`src/rtl/rx_frame_ctrl.sv`:
```
// rx_frame_ctrl: receive-side framing for the serial configuration link.
// Tracks frame length between RX_STOP/RX_LOAD, rejects badly sized frames,
// buffers good {addr,data} words in a show-ahead FIFO and keeps sticky
// error flags plus a count of accepted words.
module rx_frame_ctrl #(
  parameter int unsigned FRAME_BITS = 19,
  parameter int unsigned FIFO_DEPTH = 4
) (
  input  logic        RX_CLK,
  input  logic        RST,
  input  logic        RX_LOAD,
  input  logic        RX_STOP,
  input  logic [2:0]  P_ADDR,
  input  logic [15:0] P_DATA,
  input  logic        P_ENA,
  input  logic        ERR_CLR,
  output logic [2:0]  OUT_ADDR,
  output logic [15:0] OUT_DATA,
  output logic        OUT_VALID,
  input  logic        OUT_READY,
  output logic        ERR_LEN,
  output logic        ERR_OVF,
  output logic        ERR_ABORT,
  output logic [7:0]  FRAME_CNT,
  output logic        BUSY
);

  localparam int unsigned PW       = $clog2(FIFO_DEPTH);
  localparam logic [4:0]  LAST_BIT = 5'(FRAME_BITS - 1);
  localparam logic [4:0]  CNT_MAX  = 5'd31;
  localparam logic [PW:0] PTR_ONE  = (PW + 1)'(1);

  typedef enum logic {S_IDLE, S_ACTIVE} state_t;

  state_t      state, state_nxt;
  logic [4:0]  bit_cnt, bit_cnt_nxt;
  logic        len_ok, len_ok_d, abort_set;

  logic [18:0] mem [FIFO_DEPTH];
  logic [18:0] head;
  logic [PW:0] wr_ptr, rd_ptr;
  logic        empty, full, pop, push, room;
  logic        len_set, ovf_set;

  // Link state and bit counter registers
  always_ff @(posedge RX_CLK or negedge RST) begin
    if (!RST) begin
      state    <= S_IDLE;
      bit_cnt  <= '0;
      len_ok_d <= 1'b0;
    end else begin
      state    <= state_nxt;
      bit_cnt  <= bit_cnt_nxt;
      len_ok_d <= len_ok;
    end
  end

  // Next link state, bit count, length check and abort detection
  always_comb begin
    state_nxt   = state;
    bit_cnt_nxt = bit_cnt;
    len_ok      = 1'b0;
    abort_set   = 1'b0;
    case (state)
      S_IDLE: begin
        bit_cnt_nxt = '0;
        if (!RX_STOP) begin
          // this cycle is bit 0, so the next one is bit 1
          state_nxt   = S_ACTIVE;
          bit_cnt_nxt = 5'd1;
        end
      end
      S_ACTIVE: begin
        len_ok = RX_LOAD && (bit_cnt == LAST_BIT);
        if (RX_STOP) begin
          state_nxt   = S_IDLE;
          bit_cnt_nxt = '0;
          abort_set   = (bit_cnt != '0);
        end else if (RX_LOAD) begin
          bit_cnt_nxt = '0;
        end else if (bit_cnt != CNT_MAX) begin
          bit_cnt_nxt = bit_cnt + 5'd1;
        end
      end
      default: begin
        state_nxt   = S_IDLE;
        bit_cnt_nxt = '0;
      end
    endcase
  end

  // FIFO status, handshake and capture decisions
  always_comb begin
    empty   = (wr_ptr == rd_ptr);
    full    = (wr_ptr[PW] != rd_ptr[PW]) && (wr_ptr[PW-1:0] == rd_ptr[PW-1:0]);
    pop     = !empty && OUT_READY;
    room    = !full || pop;
    push    = P_ENA && len_ok_d && room;
    len_set = P_ENA && !len_ok_d;
    ovf_set = P_ENA && len_ok_d && !room;
  end

  // Word storage; contents need no reset since OUT_* is masked while empty
  always_ff @(posedge RX_CLK) begin
    if (push) mem[wr_ptr[PW-1:0]] <= {P_ADDR, P_DATA};
  end

  // FIFO pointers, accepted-word count and sticky error flags
  always_ff @(posedge RX_CLK or negedge RST) begin
    if (!RST) begin
      wr_ptr    <= '0;
      rd_ptr    <= '0;
      FRAME_CNT <= '0;
      ERR_LEN   <= 1'b0;
      ERR_OVF   <= 1'b0;
      ERR_ABORT <= 1'b0;
    end else begin
      if (push) begin
        wr_ptr    <= wr_ptr + PTR_ONE;
        FRAME_CNT <= FRAME_CNT + 8'd1;
      end
      if (pop) rd_ptr <= rd_ptr + PTR_ONE;
      ERR_LEN   <= len_set   || (ERR_LEN   && !ERR_CLR);
      ERR_OVF   <= ovf_set   || (ERR_OVF   && !ERR_CLR);
      ERR_ABORT <= abort_set || (ERR_ABORT && !ERR_CLR);
    end
  end

  // Show-ahead output of the head word
  always_comb begin
    head      = mem[rd_ptr[PW-1:0]];
    OUT_VALID = !empty;
    OUT_ADDR  = empty ? '0 : head[18:16];
    OUT_DATA  = empty ? '0 : head[15:0];
    BUSY      = (state == S_ACTIVE);
  end

endmodule

```
`config.mk`:
```
export PLATFORM = sky130hd
export DESIGN_NAME = rx_frame_ctrl
export DESIGN_NICKNAME = d
export VERILOG_FILES = /design/src/rtl/rx_frame_ctrl.sv
export SDC_FILE = /design/constraint.sdc
export NUM_CORES = 1
export LEC_CHECK = 0
export ABC_CLOCK_PERIOD_IN_PS = 3600
export BUFFER_PORTS_ARGS = -buffer_cell sky130_fd_sc_hd__buf_2
export CAP_MARGIN = 10
export CORE_UTILIZATION = 61
export DETAILED_ROUTE_END_ITERATION = 8
export PLACE_DENSITY = 0.85
export SETUP_SLACK_MARGIN = 0.02
export SLEW_MARGIN = 20
export SYNTH_ARGS = -nofsm -noshare
export SYNTH_HDL_FRONTEND = slang
export SYNTH_SLANG_ARGS = --single-unit
```
`constraint.sdc`:
```
create_clock -name RX_CLK -period 3.6 [get_ports RX_CLK]
set_input_delay 0.72 -clock RX_CLK [delete_from_list [all_inputs] [get_ports RX_CLK]]
set_output_delay 0.72 -clock RX_CLK [all_outputs]
set_load 0.02 [all_outputs]
```
Yosys cells after proc, flatten, opt, wreduce, memory -nomap -nowiden
Memories as Yosys holds them, arrays and structs flattened.
Cells that the tools add are included.
{ "op_classes": {"reduce_logical": 20, "n_mux": 13, "bitwise_logic": 1, "n_addsub": 4, "eq_ne": 6} }
{ "ops": {"columns": ["operator", "n"], "rows": [
  ["two-way mux 16 bit", 1],
  ["two-way mux 5 bit", 3],
  ["logical AND 1 bit", 10],
  ["one-hot mux 5 bit (2 select lines)", 1],
  ["adder 8 x 1 -> 8 bit, second input constant", 1],
  ["two-way mux 1 bit", 7],
  ["adder 3 x 1 -> 3 bit, second input constant", 2],
  ["adder 5 x 1 -> 5 bit, second input constant", 1],
  ["== test 5 bit, second input constant", 1],
  ["logical NOT 1 bit", 5],
  ["inequality test 5 bit, second input constant", 1],
  ["nonzero test 5 bit", 1],
  ["logical OR 1 bit", 4],
  ["inequality test 4 x 3 -> 1 bit, second input constant", 1],
  ["== test 3 bit", 1],
  ["two-way mux 3 bit", 1],
  ["== test 2 bit", 1],
  ["inequality test 1 bit", 1],
  ["NOT 1 bit", 1]
]} }
{ "totals": {"input_bits": 26, "mem_bits_rw": 76, "n_memories": 1, "elab_cells": 54, "reg_bits": 24} }
{ "memory_table": {"columns": ["name", "depth", "word_bits", "rd", "rd_clocked_by_memory_dff", "write_ports", "line_no", "rtl"], "rows": [
  ["mem", 4, 19, 1, 0, 1, "39", "logic [18:0] mem [FIFO_DEPTH];"]
]} }

Logic depth before layout (Yosys ltp)
Gate-level depths: netlist (run 1).
{ "logic_depth": {"depth_word": 7, "mapped_depth": 6, "ltp_nobuf": 6} }

Worst setup path before layout (run 1)
Ideal clock, no wire load.
{ "synth_timing": {"path_type": "register to output", "startpoint": "register rd_ptr[2]", "endpoint": "output OUT_DATA[10]", "path_stages_with_launch": 5, "t_arrival_ns": 1.425, "required_ns": 2.880, "setup_slack_ns": 1.455, "path_cell_list": "dfrtp_1 > xor2_1 > nand3b_1 > clkbuf_1 > and2_1"} }
{ "synth_via": {"elab_chain_cells": 2} }
{ "synth_rtl": {"columns": ["element", "line_no", "rtl"], "rows": [
  ["start: declaration", "41", "logic [PW:0] wr_ptr, rd_ptr;"],
  ["start signal: assignment", "122", "if (pop) rd_ptr <= rd_ptr + PTR_ONE;"],
  ["== test 3 bit", "94", "empty = (wr_ptr == rd_ptr);"],
  ["two-way mux 16 bit", "134", "OUT_DATA = empty ? '0 : head[15:0];"],
  ["end: declaration", "18", "output logic [15:0] OUT_DATA,"]
]} }
Every way passes these cells.

Worst setup path in the final report (run 1)
{ "layout_timing": {"startpoint": "register wr_ptr[0]", "endpoint": "output OUT_DATA[2]"} }
{ "layout_via": {"elab_chain_cells": 2} }
{ "layout_rtl": {"columns": ["element", "line_no", "rtl"], "rows": [
  ["start: declaration", "41", null],
  ["start signal: assignment", "119", "wr_ptr <= wr_ptr + PTR_ONE;"],
  ["== test 3 bit", "94", null],
  ["two-way mux 16 bit", "134", null]
]} }
Every way passes these cells.

==> run metrics, run 1 <==
status finished, final reports clean; EDFF count, synth between 70 and 80; post-layout min period between 2000 and 3000 ps; final worst path period share 81.98%; RSZ-0062 raised after global routing false; CTS root buf clkbuf_8; routed len/inst 17.78 um; final setup TNS 0 ps; post-layout util approximately 73%; crit-path max FO 22; DRC 0; static leakage ~1.8 nW; Critical Path Source Type register; share of cells above drive strength 1 approximately a third; Post-CTS Setup Inserts 0; Syn Inst Count ~230; die area ~7000 um2; fmax around 340 MHz; Worst path top cell family by delay simple AND/OR/NAND/NOR gates; Critical Setup Path Class register to output port; worst slew pin tran between 700 and 800 ps; Synth Area in Compound Gates 1.175%; ranking of synthesized cells by area edfxtp_1 56%, dfrtp_1 15%, mux4_2 11%; worst slack, placed just over 1000 ps; Core ar. ~6400 um2; Worst Hold Class input pin to async pin; register area share after synthesis around 71%; largest family of logic cells by synthesized area multiplexers; area fraction of the dominant cell type after synthesis a little under three fifths; Final Hold Vio Count 0; Post-Layout Cell Count 376; IO Count a little under 60; Clock Pin Slew Worst Setup and Hold Paths ~90 ps; ys async rst share between 20% and 30%; Post-Syn Nets around 260; Post-Synth XOR/XNOR Area 3.681%; GRT overflow 0; Die Height roughly 83 um; clock latency at the later pin of the worst-skew pair ~350 ps; maximum clock insertion buffer count 2; Rows 29; Crit. End Element output port; Final Skew approximately 13 ps; Routed Antenna Nets 0; total iterations of the first detailed-routing run 4; starting density of the core 63.34%; IO Port Bufs 57; most common flop cell mapped by yosys edfxtp_1; cell area after synthesis slightly above 4000 um2; worst endpoint data arrival time 2230 ps; Nets 330; post-route cell area between 4000 and 5000 um2; fillers between 400 and 500; DP HPWL approximately 4400 um; Post-Synth Adder-Cell Area approximately 3.1%; Syn. warnings 0; most instantiated library cell after synthesis edfxtp_1; final setup violating endpoints 0; Mean Syn Cell Area approximately 18 um2; routed vias 2108; Req. time, crit path roughly 2900 ps; dpl cell area 4439 um2; antenna cell count 0; initial DRC count 90; Max Slew Vio Count 0; vias per cell approximately 5.6; CTS tree done; gr usage total between 20% and 30%; routability congestion estimate 0.7709; largest net degree at the start of global routing 25; post-synthesis mux area share a little under an eighth; Synth cell types 27; Worst VDD drop 0.0004782 V; post-placement cell count 360; vias in the first global route 2237; clock sink count 100; CP max stage delay ~590 ps; CP Cell Sequence xnor2_1 > nand3b_1 > and2_1 > buf_2; post-CTS sizing 0; cell taking the most area after synthesis edfxtp_1; FF+latch count, synth 100; Crit path buffers/inverters 1; initial antenna violation count 0; total wire length roughly 6700 um; Syn-to-layout area delta 15.25%; Post-Synth Simple-Gate Area 7.423%; critical path's slowest cell nand3b_1; Max-slew headroom about half; maxcap violations 0; commonest cells in the netlist 76 x edfxtp_1, 24 x dfrtp_1, 23 x and2_1, 19 x mux4_2, 12 x xnor2_1; PwrDens about 630 nW/um2; first-pass GRT wire length between 10000 and 15000 um; Chip Width around 83 um; Setup WS post-layout approximately 650 ps; hold buffer count at CTS 0; CTS buffer count 9; htree depth 3
[sequential cells by signal (all words and copies together) (netlist names)]
name	count
mem	76
len_ok_d	1
wr_ptr	3
bit_cnt	5
ERR_LEN	1
ERR_OVF	1
rd_ptr	3
ERR_ABORT	1
BUSY	1
FRAME_CNT	8
[final cells by class]
| cell class | count | area [um2] | share of cell area (%) |
|---|---|---|---|
| clock buffer | 10 | 127.6 | 2.738 |
| clock inverter | 6 | 95.09 | 2.040 |
| inverter | 10 | 37.54 | 0.8052 |
| multi-input combinational | 110 | 1092 | 23.43 |
| sequential | 100 | 2883 | 61.84 |
| tap | 77 | 96.34 | 2.067 |
| timing repair buffer | 63 | 330.3 | 7.085 |
[worst reg2reg max path, delay by kind of cell, from the launching register on]
family	cells	cell delay, ps
and+or+nand+nor	1	400
buffers and inverters	1	330
AOI/OAI and AO/OA	1	540
xor gates and xnor gates	1	200
DFF	1	430
[cell usage in the layout, fill, tap and decap left out, drive strengths merged, types with 2 or more instances in the layout]
cell / count
nand4: 3
and3: 4
buf: 63
clkbuf: 10
edfxtp: 76
clkinvlp: 2
nand3: 4
dfrtp: 24
and2: 23
ha: 10
o22ai: 3
mux2i: 2
xnor2: 12
mux2: 2
nor2: 7
inv: 12
nand2: 8
mux4: 19
bufinv: 2
xor2: 5
[routing by layer]
layer,GRT usage [%],wire length (um)
met2,35.54,3446
met4,9.399,114
met1,27.58,2874
met3,3.877,251
met5,0,0
[power breakdown]
| part | switching, mW | internal [mW] |
|---|---|---|
| clock network | 0.373 | 0.399 |
| logic | 0.489 | 0.406 |
| registers | 0.0169 | 1.26 |
| total | 0.879 | 2.07 |
[logic make-up (layout without fill, tap and decap cells)]
group,count (synthesis),after routing
adders and majority gates,10,10
xor gates and xnor gates,17,17
DFF,100,100
and+or+nand+nor,54,54
muxes,23,23
AOI/OAI and AO/OA,6,6
buffers and inverters,17,89
[through the flow]
| step | total power, mW | hold WS [ps] |
|---|---|---|
| final | 2.947 | 344.7 |
| after global routing | 3.081 | 368.3 |
| after CTS | 2.982 | 351.7 |
| after detailed placement | 2.214 | 453.9 |
| after global placement | 2.194 | 461.6 |
| after floorplan | 1.963 | 424.4 |
[final timing paths]
| path | to | startpoint | slack (ps) | cells after the start |
|---|---|---|---|---|
| hold / removal | ERR_ABORT$_DFF_PN0_ | RST | 340 | 1 |
| max in group asynchronous | FRAME_CNT[4]$_DFFE_PN0P_ | RST | 2890 | 1 |
| hold reg to reg | FRAME_CNT[7]$_DFFE_PN0P_ | FRAME_CNT[7]$_DFFE_PN0P_ | 480 | 1 |
| setup reg to reg | mem[3][16]$_DFFE_PP_ | wr_ptr[1]$_DFFE_PN0P_ | 1390 | 4 |
| min in group RX_CLK | FRAME_CNT[7]$_DFFE_PN0P_ | FRAME_CNT[7]$_DFFE_PN0P_ | 480 | 1 |
| setup / recovery | OUT_DATA[2] | wr_ptr[0]$_DFFE_PN0P_ | 650 | 4 |
Power figures use the tool's default switching activity.
==> inputs of run 2 (changes only) <==
- ABC_AREA: not set -> 1
- ABC_CLOCK_PERIOD_IN_PS: 3600 -> 2600
- CORE_UTILIZATION: 61 -> 51
- PLACE_DENSITY: 0.85 -> 0.76
- clock period: 3.6 -> 2.6 ns (I/O delays scaled with it)
==> run 2 against run 1 <==
  * Routed wire length is 22% higher
  * Clock power is 21% higher
  * Sequential power is 35% higher
  * Core utilization is 13 points lower
  * Worst hold slack worse by 210 ps
  * Register-to-register slack worse by 890 ps
  * Sequential share of layout area is 3.2 points lower
  * Total power is 7.8% lower
  * Synthesized cell count is 77% higher
  * Global-route usage is 0.77 points lower
  * Clock skew is 1.9 ps lower
  * Critical path type unchanged
==> run metrics, run 2 <==
cell taking the most area after synthesis edfxtp_1 (unchanged); routed vias 2995 (was 2108); Syn-to-layout area delta 14.09% (was 15.25%); share of cells above drive strength 1 18.59% (was 33.44%); RSZ-0062 raised after global routing false (unchanged); clock latency at the later pin of the worst-skew pair 360 ps (was 350 ps); max reg flops 76 (unchanged); Post-Layout Cell Count 573 (was 376); worst slew pin tran 540.5 ps (was 721.1 ps); final setup violating endpoints 0 (unchanged); post-placement cell count 557 (was 360); commonest cells in the netlist 76 x edfxtp_1, 73 x nand2_1, 50 x nor2_1, 45 x inv_1, 40 x o21ai_0 (was 76 x edfxtp_1, 24 x dfrtp_1, 23 x and2_1, 19 x mux4_2, 12 x xnor2_1); crit-path max FO 24 (was 22); Critical Path Source Type register (unchanged); Chip Width 93.91 um (was 83.44 um); final worst path period share between 90 and 100%; total wire length 8187 um (was 6687 um); static leakage 2.185 nW (was 1.822 nW); dpl cell area 4728 um2 (was 4439 um2); CTS buffer count 9 (unchanged); htree depth 3 (unchanged); Core ar. 8175 um2 (was 6386 um2); Syn Inst Count 402 (was 227); Crit. End Element output port (unchanged); Req. time, crit path 2080 ps (was 2880 ps); gr usage total 20.46% (was 21.23%); commonest non-fill, non-tap cells in the layout 76 x edfxtp_1, 73 x nand2_1, 57 x buf_2 (was 76 x edfxtp_1, 57 x buf_2, 24 x dfrtp_1); die area 8818 um2 (was 6961 um2); maxcap violations 0 (unchanged); Post-Syn Nets 438 (was 263); Max-slew headroom 63.97% (was 51.78%); initial DRC count 139 (was 90); post-layout min period around 2300 ps; Final Hold Vio Count 0 (unchanged); clock sink count 100 (unchanged); DRC 0 (unchanged); initial antenna violation count 0 (unchanged); Max Slew Vio Count 0 (unchanged); Clock Pin Slew Worst Setup and Hold Paths 90 ps (about the same); EDFF count, synth 76 (unchanged); CP startpoint rd_ptr[1]$_DFFE_PN0P_ (was wr_ptr[0]$_DFFE_PN0P_); vias per cell 5.227 (was 5.606); PwrDens 553.0 nW/um2 (was 632.0 nW/um2); antenna cell count 0 (unchanged); CTS root buf clkbuf_8 (unchanged); routed len/inst 14.29 um (was 17.78 um); Synth cell types 22 (was 27); IO Count 58 (unchanged); most common cell after layout, fill and taps aside edfxtp_1 (unchanged); starting density of the core 52.69% (was 63.34%); register area share after synthesis 66.92% (was 71.27%); vias in the first global route 2829 (was 2237); CTS tree done (unchanged); Critical Setup Path Class register to output port (unchanged); routability congestion estimate 0.7720 (was 0.7709); Final Skew 10.83 ps (was 12.72 ps); Die Height 93.91 um (was 83.44 um); FF+latch count, synth 100 (unchanged); largest net degree at the start of global routing 40 (was 25); ys async rst share 24.00% (unchanged); worst endpoint data arrival time 1830 ps (was 2230 ps); area fraction of the dominant cell type after synthesis 52.98% (was 56.42%); Worst R2R Start rd_ptr[1]$_DFFE_PN0P_ (was wr_ptr[1]$_DFFE_PN0P_); maximum clock insertion buffer count 2 (unchanged); hold buffer count at CTS 0 (unchanged); final setup TNS 0 ps (unchanged); post-route cell area 4915 um2 (was 4662 um2); Worst Hold Class input pin to async pin (unchanged); DP HPWL 5216 um (was 4412 um); Routed Antenna Nets 0 (unchanged); GRT overflow 0 (unchanged); IO Port Bufs 57 (unchanged); post-layout util 60.12% (was 73.00%); most instantiated library cell after synthesis edfxtp_1 (unchanged); Rows 33 (was 29); most common flop cell mapped by yosys edfxtp_1 (unchanged); fmax about 430 MHz; Worst VDD drop 0.0002603 V (was 0.0004782 V); first-pass GRT wire length 13230 um (was 11020 um); status finished, final reports clean (unchanged); Mean Syn Cell Area 10.72 um2 (was 17.82 um2); Nets 499 (was 330); Syn. warnings 0 (unchanged); ranking of synthesized cells by area edfxtp_1 53%, dfrtp_1 14%, nand2_1 6.4% (was edfxtp_1 56%, dfrtp_1 15%, mux4_2 11%); worst reg2reg path depth 8 (was 4); total iterations of the first detailed-routing run 5 (was 4); cell area after synthesis 4308 um2 (was 4045 um2)
==> run 2: per-layer routing <==
metal  track usage, %  vias up  wire (um)
li1                 -     1475          -
met1            24.37     1455       3509
met2            36.13       58       4250
met3            4.854        7        323
met4            7.051        0        103
met5                0        -          0
==> run 2: cells by family after synthesis <==
group | count (synthesis) | share of synthesized area, %
XOR/XNOR | 5 | 1.017
adder cells (fa/ha/maj) | 10 | 2.904
buffers and inverters | 63 | 5.896
AND/OR/NAND/NOR | 158 | 14.99
flip-flops | 100 | 66.92
AO/OA/AOI/OAI | 66 | 8.278
==> run 2: cell type report <==
type,count,area (um2)
fillers,691,3261
well taps,105,131.4
flip-flops and latches,100,2883
clock inverters,3,40.04
multi-input cells,239,1181
clock buffers,13,138.9
repair buffers,67,367.9
inverters,46,172.7
==> run 2: through the flow <==
step | hold slack [ps] | total power [mW] | worst slack [ps]
2_1_floorplan | 224.4 | 1.775 | 410.2
3_3_place_gp | 478.6 | 1.818 | 550.4
3_5_place_dp | 478.8 | 1.821 | 527.7
4_1_cts | 147.9 | 2.730 | 162.2
5_1_grt | 166.3 | 2.812 | 98.08
6_report | 131.1 | 2.718 | 253.2
==> run 2: final timing paths <==
path / slack (ps) / end
max reg2reg: 500 / mem[0][8]$_DFFE_PP_
min in group RX_CLK: 350 / BUSY$_DFF_PN0_
min reg2reg: 480 / ERR_LEN$_DFF_PN0_
min: 130 / ERR_LEN$_DFF_PN0_
max in group asynchronous: 2100 / rd_ptr[1]$_DFFE_PN0P_
max: 250 / OUT_DATA[4]
==> run 2: where the power goes <==
part,leakage (nW),total [mW],switching (mW),internal (mW)
Combinational,1.08,0.0581,0.0378,0.0203
Clock,0.0914,0.934,0.490,0.444
Sequential,1.01,1.73,0.00348,1.72
Total,2.19,2.72,0.531,2.19
==> run 2: repair_timing <==
item,in CTS,in global routing
setup endpoints to repair,0,2
buffers inserted,0,0
gates resized for setup,0,2
==> run 2: worst max-delay path, stage by stage, from the launching register on <==
cell and delay (ps):
dfrtp_1 540, inv_1 100, nand2_1 70, nand2_1 60, nor2_2 110, nand2_1 60, buf_4 220, nand2_1 120
inv_1 50, buf_2 150
==> inputs of run 3 (changes only) <==
--- a/config.mk
+++ b/config.mk
@@ -12,5 +12,5 @@
 export CORE_UTILIZATION = 51
 export DETAILED_ROUTE_END_ITERATION = 8
-export PLACE_DENSITY = 0.76
+export PLACE_DENSITY = 0.75
 export SETUP_SLACK_MARGIN = 0.02
 export SLEW_MARGIN = 20
==> constraint.sdc (replaced) <==
create_clock -name RX_CLK -period 2.6 [get_ports RX_CLK]
set_input_delay 0.52 -clock RX_CLK [delete_from_list [all_inputs] [get_ports RX_CLK]]
set_output_delay 0.52 -clock RX_CLK [all_outputs]
set_load 0.01 [all_outputs]
==> run 3 against run 2 <==
  * Combinational power shrank 3%
  * Clock skew grew 9.7 ps
  * Setup slack lost 34 ps
  * Total power grew 5.1%
  * Critical path type unchanged
  * Largest cell class unchanged
  * Highest routed layer unchanged
==> run metrics, run 3 (synthesis results as in run 2) <==
Top Layer Used met4 (unchanged); Critical Path Source Type register (unchanged); DP HPWL 5366 um (was 5216 um); fmax 420.0 MHz (was 426.1 MHz); total iterations of the first detailed-routing run 4 (was 5); Int Power 2.293 mW (was 2.187 mW); final setup violating endpoints 0 (unchanged); Core ar. 8175 um2 (unchanged); CP Cell Sequence buf_8 > nand2_1 > nand2_1 > nor2_2 > nand2_1 > buf_4 > nand2_1 > inv_1 > buf_2 (was inv_1 > nand2_1 > nand2_1 > nor2_2 > nand2_1 > buf_4 > nand2_1 > inv_1 > buf_2); PwrDens 572.4 nW/um2 (was 553.0 nW/um2); CTS tree done (unchanged); GRT overflow 0 (unchanged); commonest non-fill, non-tap cells in the layout 76 x edfxtp_1, 73 x nand2_1, 57 x buf_2 (unchanged); clock sink count 100 (unchanged); Req. time, crit path 2080 ps (about the same); most frequent CP cell nand2_1 (unchanged); Final Skew 20.50 ps (was 10.83 ps); logic depth of the worst path, buffers included 9 (unchanged); CP max stage delay 430 ps (was 540 ps); Comb power frac 2.0% (was 2.1%); maximum clock insertion buffer count 2 (unchanged); crit-path max FO 41 (was 24); Nets 500 (was 499); total wire length 8149 um (was 8187 um); final setup TNS 0 ps (unchanged); RSZ-0062 raised after global routing false (unchanged); routed vias 3023 (was 2995); share of cells above drive strength 1 19.40% (was 18.59%); Routed Antenna Nets 0 (unchanged); most common cell after layout, fill and taps aside edfxtp_1 (unchanged); static leakage 2.211 nW (was 2.185 nW); dpl cell area 4761 um2 (was 4728 um2); Syn-to-layout area delta 15.89% (was 14.09%); post-CTS sizing 0 (unchanged); routed len/inst 14.20 um (was 14.29 um); vias in the first global route 2931 (was 2829); CTS root buf clkbuf_8 (unchanged); clock latency at the later pin of the worst-skew pair 370 ps (was 360 ps); CP startpoint rd_ptr[0]$_DFFE_PN0P_ (was rd_ptr[1]$_DFFE_PN0P_); Crit. End Element output port (unchanged); Clock Pin Slew Worst Setup and Hold Paths 90 ps (about the same); status finished, final reports clean (unchanged); htree depth 3 (unchanged); starting density of the core 52.69% (unchanged); Max Slew Vio Count 0 (unchanged); antenna cell count 0 (unchanged); worst slew pin tran 547.6 ps (was 540.5 ps); max reg flops 76 (unchanged); maxcap violations 0 (unchanged); die area 8818 um2 (unchanged); Rows 33 (unchanged); largest net degree at the start of global routing 42 (was 40); P_sw 563.9 uW (was 531.0 uW); post-route cell area 4992 um2 (was 4915 um2); post-layout min period 2381 ps (was 2347 ps); Post-CTS Setup Inserts 0 (unchanged); IO Port Bufs 57 (unchanged); Critical Setup Path Class register to output port (unchanged); final worst path period share 91.57% (was 90.26%); Chip Width 93.91 um (unchanged); Worst Hold Class input pin to async pin (unchanged); Flop pwr share 60.4% (was 63.5%); CTS buffer count 9 (unchanged); first-pass GRT wire length 13340 um (was 13230 um); gr usage total 20.19% (was 20.46%); post-layout util 61.07% (was 60.12%); initial antenna violation count 0 (unchanged); hold buffer count at CTS 0 (unchanged); Worst path top cell family by delay buffers and inverters (was flip-flops); routability congestion estimate 0.7558 (was 0.7720); sw frac 19.74% (was 19.54%); Max-slew headroom 63.49% (was 63.97%); WL met3 461 um (was 323 um); worst endpoint data arrival time 1860 ps (was 1830 ps); IO Count 58 (unchanged); met2 routed WL 3971 um (was 4250 um); Die Height 93.91 um (unchanged); vias per cell 5.267 (was 5.227); critical path's slowest cell dfrtp_1 (unchanged); Final Hold Vio Count 0 (unchanged); Crit path buffers/inverters 4 (unchanged); Worst R2R Start rd_ptr[0]$_DFFE_PN0P_ (was rd_ptr[1]$_DFFE_PN0P_); DRC 0 (unchanged); initial DRC count 129 (was 139); Clk network pwr share 37.6% (was 34.4%); worst reg2reg path depth 8 (unchanged); Worst VDD drop 0.0002416 V (was 0.0002603 V); DRT met1 WL 3489 um (was 3509 um)
[run 3: per-stage QoR]
| step | power, mW | instances | hold slack, ps | worst slack (ps) |
|---|---|---|---|---|
| after CTS | 2.877 | 574 | 148.9 | 117.4 |
| after global placement | 1.817 | 558 | 472.8 | 521.1 |
| after detailed placement | 1.819 | 558 | 463.3 | 454.0 |
| after global routing | 2.936 | 574 | 178.6 | 48.93 |
| final | 2.857 | 574 | 142.6 | 219.2 |
| after floorplan | 1.773 | 402 | 224.4 | 410.2 |
[run 3: routing by layer]
layer / up-vias / global-route usage (%)
met4: 0 / 10.13
met5: - / 0
met1: 1432 / 24.88
met2: 87 / 34.06
met3: 21 / 3.722
li1: 1483 / -
[run 3: area by class of cell]
type / instances / area, um2
Fill cell: 665 / 3183
Sequential cell: 100 / 2883
Multi-Input combinational cell: 239 / 1181
Timing Repair Buffer: 68 / 400.4
Inverter: 46 / 175.2
Tap cell: 105 / 131.4
Clock buffer: 10 / 127.6
Clock inverter: 6 / 93.84
[run 3: power groups by stage]
stage	Sequential [mW]	Clock [mW]	Combinational (mW)
finish	1.73	1.08	0.0564
global route	1.73	1.15	0.0640
CTS	1.73	1.09	0.0578
detailed placement	1.76	0	0.0577
global placement	1.76	0	0.0554
floorplan	1.76	0	0.00923
[run 3: worst paths after layout]
check                                              to  slack, ps
max in group asynchronous         ERR_ABORT$_DFF_PN0_       2090
worst max register to register   mem[1][14]$_DFFE_PP_        520
worst min register to register      ERR_LEN$_DFF_PN0_        480
min in group RX_CLK                    BUSY$_DFF_PN0_        350
worst min-delay path            rd_ptr[1]$_DFFE_PN0P_        140
worst max-delay path                      OUT_DATA[2]        220
[run 3: worst register-to-register path, delay by kind of cell, from the launching register on]
| family | cells | cell delay, ps |
|---|---|---|
| and+or+nand+nor | 6 | 880 |
| buffers and inverters | 2 | 480 |
| DFF | 1 | 430 |
